## config.mk

```make
export PLATFORM = sky130hd
export DESIGN_NAME = layer_sched
export DESIGN_NICKNAME = d
export VERILOG_FILES = /design/src/rtl/layer_sched.sv
export SDC_FILE = /design/constraint.sdc
export NUM_CORES = 1
export LEC_CHECK = 0
export CAP_MARGIN = 10
export CORE_UTILIZATION = 54
export DETAILED_ROUTE_END_ITERATION = 10
export PLACE_DENSITY = 0.77
export SYNTH_ARGS = -nofsm -noshare
export SYNTH_HDL_FRONTEND = slang
export SYNTH_SLANG_ARGS = --single-unit
```

## constraint.sdc

```tcl
create_clock -name clk -period 8.61 [get_ports clk]
set_input_delay 2.583 -clock clk [delete_from_list [all_inputs] [get_ports clk]]
set_output_delay 2.583 -clock clk [all_outputs]
set_load 0.05 [all_outputs]
```

## src/rtl/layer_sched.sv

```systemverilog
// Layer scheduler: loads weight beats, streams data beats to the datapath,
// waits out the datapath latency and flags which datapath output samples
// fall inside the valid region of the padded output raster.
module layer_sched #(
  parameter int DW  = 8,
  parameter int CW  = 16,
  parameter int LAT = 7
) (
  input  logic          clk,
  input  logic          rst,
  input  logic          start,
  input  logic [1:0]    cfg_layer,
  input  logic [7:0]    cfg_w_len,
  input  logic [CW-1:0] cfg_d_len,
  input  logic [7:0]    cfg_row_len,
  input  logic [7:0]    cfg_valid_cols,
  input  logic [3:0]    cfg_row_step,
  input  logic          in_valid,
  input  logic [DW-1:0] in_data,
  output logic          in_ready,
  output logic [1:0]    dp_layer_num,
  output logic [DW-1:0] dp_data,
  output logic          dp_out_valid,
  output logic          busy,
  output logic          done,
  output logic          err
);

  localparam int LW = (LAT < 1) ? 1 : $clog2(LAT + 1);

  typedef enum logic [2:0] {IDLE, LOAD_W, STREAM, DRAIN, DONE} state_t;

  state_t        state_q, state_d;

  // latched configuration
  logic [1:0]    layer_q, layer_d;
  logic [7:0]    w_len_q, w_len_d;
  logic [CW-1:0] d_len_q, d_len_d;
  logic [7:0]    row_len_q, row_len_d;
  logic [7:0]    vcols_q, vcols_d;
  logic [3:0]    row_step_q, row_step_d;

  // sequencing counters
  logic [7:0]    w_cnt_q, w_cnt_d;
  logic [CW-1:0] d_cnt_q, d_cnt_d;
  logic [LW-1:0] dr_cnt_q, dr_cnt_d;

  // output-valid tracking: latency lead-in, sample index, column, row phase
  logic [LW-1:0] lat_cnt_q, lat_cnt_d;
  logic [CW-1:0] s_cnt_q, s_cnt_d;
  logic [7:0]    col_q, col_d;
  logic [3:0]    rph_q, rph_d;

  logic          err_q, err_d;

  logic accept;
  logic beat;
  logic run_phase;
  logic s_active;

  assign accept    = (state_q == IDLE) && start;
  assign in_ready  = (state_q == LOAD_W) || (state_q == STREAM);
  assign beat      = in_valid && in_ready;
  assign run_phase = (state_q == STREAM) || (state_q == DRAIN);
  // sample index s is non-negative once LAT cycles of STREAM/DRAIN have passed
  assign s_active  = run_phase && (lat_cnt_q == LW'(LAT));

  assign dp_data      = beat ? in_data : '0;
  assign busy         = (state_q != IDLE);
  assign done         = (state_q == DONE);
  assign err          = err_q;
  assign dp_layer_num = layer_q;
  assign dp_out_valid = s_active && (s_cnt_q < d_len_q) &&
                        (col_q < vcols_q) && (rph_q == 4'd0);

  // next-state selection for the run sequence
  always_comb begin
    state_d = state_q;
    case (state_q)
      IDLE: begin
        if (start) begin
          if (cfg_w_len != 8'd0)       state_d = LOAD_W;
          else if (cfg_d_len != '0)    state_d = STREAM;
          else                         state_d = DRAIN;
        end
      end
      LOAD_W: begin
        if (beat && (w_cnt_q == w_len_q - 8'd1))
          state_d = (d_len_q != '0) ? STREAM : DRAIN;
      end
      STREAM: begin
        if (d_cnt_q == d_len_q - CW'(1)) state_d = DRAIN;
      end
      DRAIN: begin
        if (dr_cnt_q == LW'(LAT - 1)) state_d = DONE;
      end
      DONE:    state_d = IDLE;
      default: state_d = IDLE;
    endcase
  end

  // next values of configuration, counters and the underflow flag
  always_comb begin
    layer_d    = layer_q;
    w_len_d    = w_len_q;
    d_len_d    = d_len_q;
    row_len_d  = row_len_q;
    vcols_d    = vcols_q;
    row_step_d = row_step_q;
    w_cnt_d    = w_cnt_q;
    d_cnt_d    = d_cnt_q;
    dr_cnt_d   = dr_cnt_q;
    lat_cnt_d  = lat_cnt_q;
    s_cnt_d    = s_cnt_q;
    col_d      = col_q;
    rph_d      = rph_q;
    err_d      = err_q;
    if (accept) begin
      layer_d    = cfg_layer;
      w_len_d    = cfg_w_len;
      d_len_d    = cfg_d_len;
      row_len_d  = cfg_row_len;
      // more valid columns than the row holds means the whole row is valid
      vcols_d    = (cfg_valid_cols > cfg_row_len) ? cfg_row_len : cfg_valid_cols;
      row_step_d = cfg_row_step;
      w_cnt_d    = '0;
      d_cnt_d    = '0;
      dr_cnt_d   = '0;
      lat_cnt_d  = '0;
      s_cnt_d    = '0;
      col_d      = '0;
      rph_d      = '0;
      err_d      = 1'b0;
    end else begin
      if ((state_q == LOAD_W) && beat && (w_cnt_q != 8'hFF))
        w_cnt_d = w_cnt_q + 8'd1;
      if ((state_q == STREAM) && (d_cnt_q != {CW{1'b1}}))
        d_cnt_d = d_cnt_q + CW'(1);
      if ((state_q == DRAIN) && (dr_cnt_q != LW'(LAT - 1)))
        dr_cnt_d = dr_cnt_q + LW'(1);
      // a missing source beat while streaming is an underflow
      if ((state_q == STREAM) && !in_valid)
        err_d = 1'b1;
      if (run_phase) begin
        if (!s_active) begin
          lat_cnt_d = lat_cnt_q + LW'(1);
        end else begin
          if (s_cnt_q != d_len_q) s_cnt_d = s_cnt_q + CW'(1);
          // column wraps at the padded row length; row phase cycles through row_step
          if (col_q == row_len_q - 8'd1) begin
            col_d = '0;
            rph_d = (rph_q == row_step_q - 4'd1) ? 4'd0 : rph_q + 4'd1;
          end else begin
            col_d = col_q + 8'd1;
          end
        end
      end
    end
  end

  // state and datapath registers with asynchronous reset
  always_ff @(posedge clk or posedge rst) begin
    if (rst) begin
      state_q    <= IDLE;
      layer_q    <= '0;
      w_len_q    <= '0;
      d_len_q    <= '0;
      row_len_q  <= '0;
      vcols_q    <= '0;
      row_step_q <= '0;
      w_cnt_q    <= '0;
      d_cnt_q    <= '0;
      dr_cnt_q   <= '0;
      lat_cnt_q  <= '0;
      s_cnt_q    <= '0;
      col_q      <= '0;
      rph_q      <= '0;
      err_q      <= 1'b0;
    end else begin
      state_q    <= state_d;
      layer_q    <= layer_d;
      w_len_q    <= w_len_d;
      d_len_q    <= d_len_d;
      row_len_q  <= row_len_d;
      vcols_q    <= vcols_d;
      row_step_q <= row_step_d;
      w_cnt_q    <= w_cnt_d;
      d_cnt_q    <= d_cnt_d;
      dr_cnt_q   <= dr_cnt_d;
      lat_cnt_q  <= lat_cnt_d;
      s_cnt_q    <= s_cnt_d;
      col_q      <= col_d;
      rph_q      <= rph_d;
      err_q      <= err_d;
    end
  end

endmodule

```

Yosys cells after proc, flatten, opt, wreduce, memory -nomap -nowiden
Cells that the tools add are included.

word-level totals
  flip-flop bits (word level) = 108
  input bits = 58
  output and inout bits = 15
  word-level logic and storage cells = 116

cells by class
  $add $sub $neg = 11
  magnitude comparators = 3
  equality and inequality tests = 19
  multiplexer cells = 34
  reductions and logical operators = 34

operators by type and width
  operator                 count
  $mux W16                 6
  $mux W8                  8
  $add A16 B1 Y16 const B  2
  $reduce_bool A16 Y1      2
  $mux W3                  9
  $mux W4                  5
  $add A8 B1 Y8 const B    2
  $eq A16 B16 Y1           1
  $eq A8 B8 Y1             2
  $lt A16 B16 Y1           1
  $ne A16 B16 Y1           1
  $ne A16 B16 Y1 const B   1
  $reduce_bool A2 Y1       8
  $sub A16 B1 Y16 const B  1
  $sub A8 B1 Y8 const B    2
  $logic_and A1 B1 Y1      12
  $pmux W3 S4              1
  $eq A3 B3 Y1 const B     3
  $gt A8 B8 Y1             1
  $lt A8 B8 Y1             1
  $ne A8 B8 Y1 const B     1
  $reduce_bool A8 Y1       1
  $add A3 B1 Y3 const B    2
  $eq A3 B2 Y1 const B     2
  other kinds (17)         26

Depth between registers and ports, before layout
Gate-level depths: netlist (run 1).

  depth after elaboration = 7
  gate-level depth with buffers = 10
  depth with buffers taken out = 9

Worst setup path after synthesis (run 1)
OpenSTA, ideal clock, no wires.

  path kind = input to output
  from = input in_valid
  to = output dp_data[0]
  data arrival time = 3.505 ns
  data required time = 6.027 ns
  slack = 2.522 ns
  stages on the path = 2
  path buffers = 0
  path through = nor3b_1 -> and2_1

on the way
  longest elaborated chain between the ends = 2

ends and longest elaborated chain
  item                 RTL line  source
  from (decl)          18        input logic in_valid,
  $logic_and A1 B1 Y1  63        assign beat = in_valid && in_ready;
  $mux W8              68        assign dp_data = beat ? in_data : '0;
  to (decl)            22        output logic [DW-1:0] dp_data,

Every way passes these cells.

Worst setup path after layout (run 1)
  from = input in_valid
  to = output dp_data[7]

Same word-level chain as after synthesis.

==> results.txt, run 1 <==
- For this run, design rule violations remaining after detail routing come to 0.
* Ratio of routed vias to standard cells: 5.743
* Highest signal layer in the routed design: met4
- Across the run, the number of max-cap violations was 0.
* Met2 WL: 7842 µm
- In this run the standard cell core region covers 0.01221 mm².
* Pin count of the biggest net entering global routing: 80
* Share of the synthesized area in the top cell type: 39.23%
- Num ports: 73
- Total chip power: 2.423 mW
* Synth top area cells: sky130_fd_sc_hd__dfrtp_1 39%, sky130_fd_sc_hd__ha_1 8.4%, sky130_fd_sc_hd__xnor2_1 5.0%, sky130_fd_sc_hd__xor2_1 4.6%, sky130_fd_sc_hd__nor2_1 4.3%
- After clock tree synthesis, the setup repair step added 0 buffers.
- The most common cell in the synthesized netlist is sky130_fd_sc_hd__dfrtp_1.
* Iteration-0 DRC Markers: 413
* Mean instance size in the synthesized netlist: 9.017 µm²
- The die is 115.0 µm tall.
- Before antenna repair, the detailed router went through 5 iterations.
- Die area: 0.01321 mm²
* Via count of the first global-routing pass: 5689
- The first global-routing pass estimated 26500 µm of wire.
* Critical path endpoint: dp_data[7]
- The placed instances occupy a cell area of 0.007746 mm².
- The final number of hold-violating endpoints was 0.
- Main flop type after synthesis: sky130_fd_sc_hd__dfrtp_1
* Cts-stage hold buffer count: 0
* Outcome: completed
- Category of the worst setup path launch point: primary input
* Initial Utilization: 56.41%
* Antenna viol nets, final: 0
- Static timing analysis puts the maximum clock frequency at 135.4 MHz.
- Die Span X: 115.0 µm
- In the synthesized netlist the async set-or-reset flop fraction comes to 100.0%.
- When the netlist entered floorplanning its net count stood at 868.
* Internal reg-to-reg setup slack: 5.80 ns
- In this run, synthesis inferred 0 flip-flops with an integrated enable.
* Most area-hungry cell type in the Yosys netlist: sky130_fd_sc_hd__dfrtp_1
* Weighted congestion at the end of routability-driven global placement: 0.9638
- The H-tree was split into 3 levels.
* Kind of critical path: in -> out
- The worst register-to-register path ends at state_q[0].
* Cells resized by post-CTS repair: 0
* Overall via count from detail_route: 5726
* Cell variety after synth: 63
* Pins Over Slew Limit: 0
- The number of antenna violations at the first check in global routing was 0.
* Sum of routed wire length over all layers: 15740 µm
- For this run, the post-layout net count is 929.
* Total power divided by cell area: 301.9 mW/mm²
- The longest clock path from root to sink contains 2 buffers.
- Number of CTS-inserted buffers: 9
* Cell area after technology mapping: 0.006889 mm²
- Summed over all nets, wire length on met3 after detailed routing comes to 748 µm.
- Summed over all cells, the static leakage comes to 3.567 nW.
* CTS tree: yes
- Compared with the post-synthesis result, the final layout area differs by 16.49%.
- The floorplan has 40 rows.
- Clock insertion delay at the later pin of the skew report: 0.36 ns
* Diode insertion count for antenna repair: 0
- GRT Overall Usage: 25.51%
- For this design, the sink count on the clock tree is 108.
- The most critical setup path has its startpoint at in_valid.
* Most frequent cells after synthesis: 108 x sky130_fd_sc_hd__dfrtp_1, 79 x sky130_fd_sc_hd__nor2_1, 58 x sky130_fd_sc_hd__nand2_1
- Sequential elements use 39.23% of the synthesized area.
* Worst slew margin relative to its limit: 31.92%
- Routed metal-1 wirelength: 6849 µm
- Least-Margin Pin Slew: 1.021 ns
* Hold Path Class: reg -> reg
- Once detailed placement completed, the half-perimeter wirelength came to 11740 µm.
- STA classifies the critical path endpoint as a primary output.
* Total of buffers placed on input and output ports: 72
* Final global-route overflow total: 0
- Library cell used as clock root buffer: sky130_fd_sc_hd__clkbuf_16
- Startpoint of the worst-slack reg-to-reg timing path: d_len_q[2]
* Yosys warning count: 0
- Post-route clock skew: 0.006184 ns
* Routed wire length per instance: 15.79 µm
* Required arrival time at the worst endpoint: 6.03 ns
- Setup violations remaining at the end of the flow were counted as 0.
* R2r worst-path depth: 7
- After clock tree synthesis, the clock-pin slew on the worst setup and hold paths is 0.07 ns.
- Along the worst path, the maximum fanout reaches 9.
* Worst-case hold slack: 0.5104 ns
- Of the cells placed in the final design, the portion with a size suffix greater than 1 is 5.549%.
- For the final routed database, the setup TNS stands at 0 ns.
- After routing the design area is 0.008025 mm².
- The final critical path takes up 85.76% of the cycle.
* Time the worst path needs with I/O delays and setup: 7.384 ns
- Setup repair after global routing left no endpoint under its margin.
- Flops & latches, synth: 108
- Critical path data arrival time: 4.80 ns
- Worst-case vdd ir drop: 0.2087 mV
- Fillers: 1027
- Synth Instances: 764
state kept, by name, summed over array words and instances (netlist names), 3 cells and up:
name,flops
col_q,8
d_cnt_q,16
d_len_q,16
dr_cnt_q,3
lat_cnt_q,3
row_len_q,8
row_step_q,4
rph_q,4
s_cnt_q,16
state_q,3
vcols_q,8
w_cnt_q,8
w_len_q,8
power by group:
part | total (mW) | internal, mW | switching [mW]
sequential | 0.869 | 0.669 | 0.200
combinational | 1.16 | 0.496 | 0.665
clock | 0.394 | 0.211 | 0.183
total | 2.42 | 1.38 | 1.05
metrics by stage:
| stage | std cells | setup WS [ns] | util (%) |
|---|---|---|---|
| finish | 997 | 1.226 | 65.72 |
| global route | 997 | 1.123 | 65.72 |
| CTS | 997 | 1.236 | 65.72 |
| detailed placement | 982 | 1.236 | 63.43 |
| global placement | 982 | 1.403 | 63.43 |
| floorplan | 764 | 2.522 | - |
cells by family (layout without fill, tap and decap cells):
family                   after synthesis  count (layout)  share of synthesized area [%]
AO/OA/AOI/OAI                        141             141                          12.68
XOR/XNOR                              75              75                          9.535
adder cells (fa/ha/maj)               46              46                          8.354
buffers and inverters                 78             143                          4.304
flip-flops                           108             108                          39.23
multiplexers                          33              33                          5.067
AND/OR/NAND/NOR                      283             283                          20.83
routing by layer:
metal	GRT usage, %	vias up
met4	8.398	0
met5	0	-
li1	-	2802
met2	44.26	150
met1	31.79	2748
met3	5.271	26
layout by cell type, fill, tap and decap left out, types with 5 or more instances in the layout:
cell type / count
sky130_fd_sc_hd__nand2_1: 58
sky130_fd_sc_hd__inv_1: 53
sky130_fd_sc_hd__clkdlybuf4s50_1: 72
sky130_fd_sc_hd__nor3_1: 16
sky130_fd_sc_hd__a211oi_1: 6
sky130_fd_sc_hd__ha_1: 46
sky130_fd_sc_hd__xor2_1: 36
sky130_fd_sc_hd__a22oi_1: 5
sky130_fd_sc_hd__nor4_1: 9
sky130_fd_sc_hd__xnor2_1: 39
sky130_fd_sc_hd__a21oi_1: 38
sky130_fd_sc_hd__and3_1: 15
sky130_fd_sc_hd__nand2b_1: 6
sky130_fd_sc_hd__mux2i_1: 18
sky130_fd_sc_hd__dfrtp_1: 108
sky130_fd_sc_hd__nand4_1: 22
sky130_fd_sc_hd__nor2_1: 79
sky130_fd_sc_hd__mux2_2: 15
sky130_fd_sc_hd__nand3_1: 21
sky130_fd_sc_hd__clkbuf_16: 9
sky130_fd_sc_hd__and2_1: 11
sky130_fd_sc_hd__o21ai_0: 52
sky130_fd_sc_hd__nor2b_1: 10
sky130_fd_sc_hd__or3_1: 13
worst min-delay path by stage:
| stage | startpoint | cells past startpoint | to | slack (ns) |
|---|---|---|---|---|
| after global routing | dp_layer_num[1] | 1 | dp_layer_num[1] | 0.53 |
| after CTS | dp_layer_num[1] | 1 | dp_layer_num[1] | 0.52 |
| after global placement | err | 2 | err | 0.49 |
| after detailed placement | dp_layer_num[1] | 1 | dp_layer_num[1] | 0.50 |
| after floorplan | lat_cnt_q[1] | 2 | lat_cnt_q[1] | 0.49 |
| final | dp_layer_num[1] | 1 | dp_layer_num[1] | 0.51 |
critical path: stages:
cell                              delay (ns)
sky130_fd_sc_hd__clkdlybuf4s50_1        0.51
sky130_fd_sc_hd__nor3b_1                0.64
sky130_fd_sc_hd__and2_1                 0.25
sky130_fd_sc_hd__clkdlybuf4s50_1        0.81
area by class of cell:
cell class	instances	area, µm²	share of cell area (%)
clock buffers	12	256.5	3.196
clock inverters	3	22.52	0.2806
inverters	54	205.2	2.557
multi-input cells	578	3892	48.50
flip-flops and latches	108	2703	33.68
well taps	168	210.2	2.619
repair buffers	74	735.7	9.167
Power figures use the tool's default switching activity.
==> inputs of run 2 (changes only) <==
Settings changed: ABC_AREA set to 0.
==> results of run 2 <==
No change in the layout: final DEF, timing and power equal those of run 1.
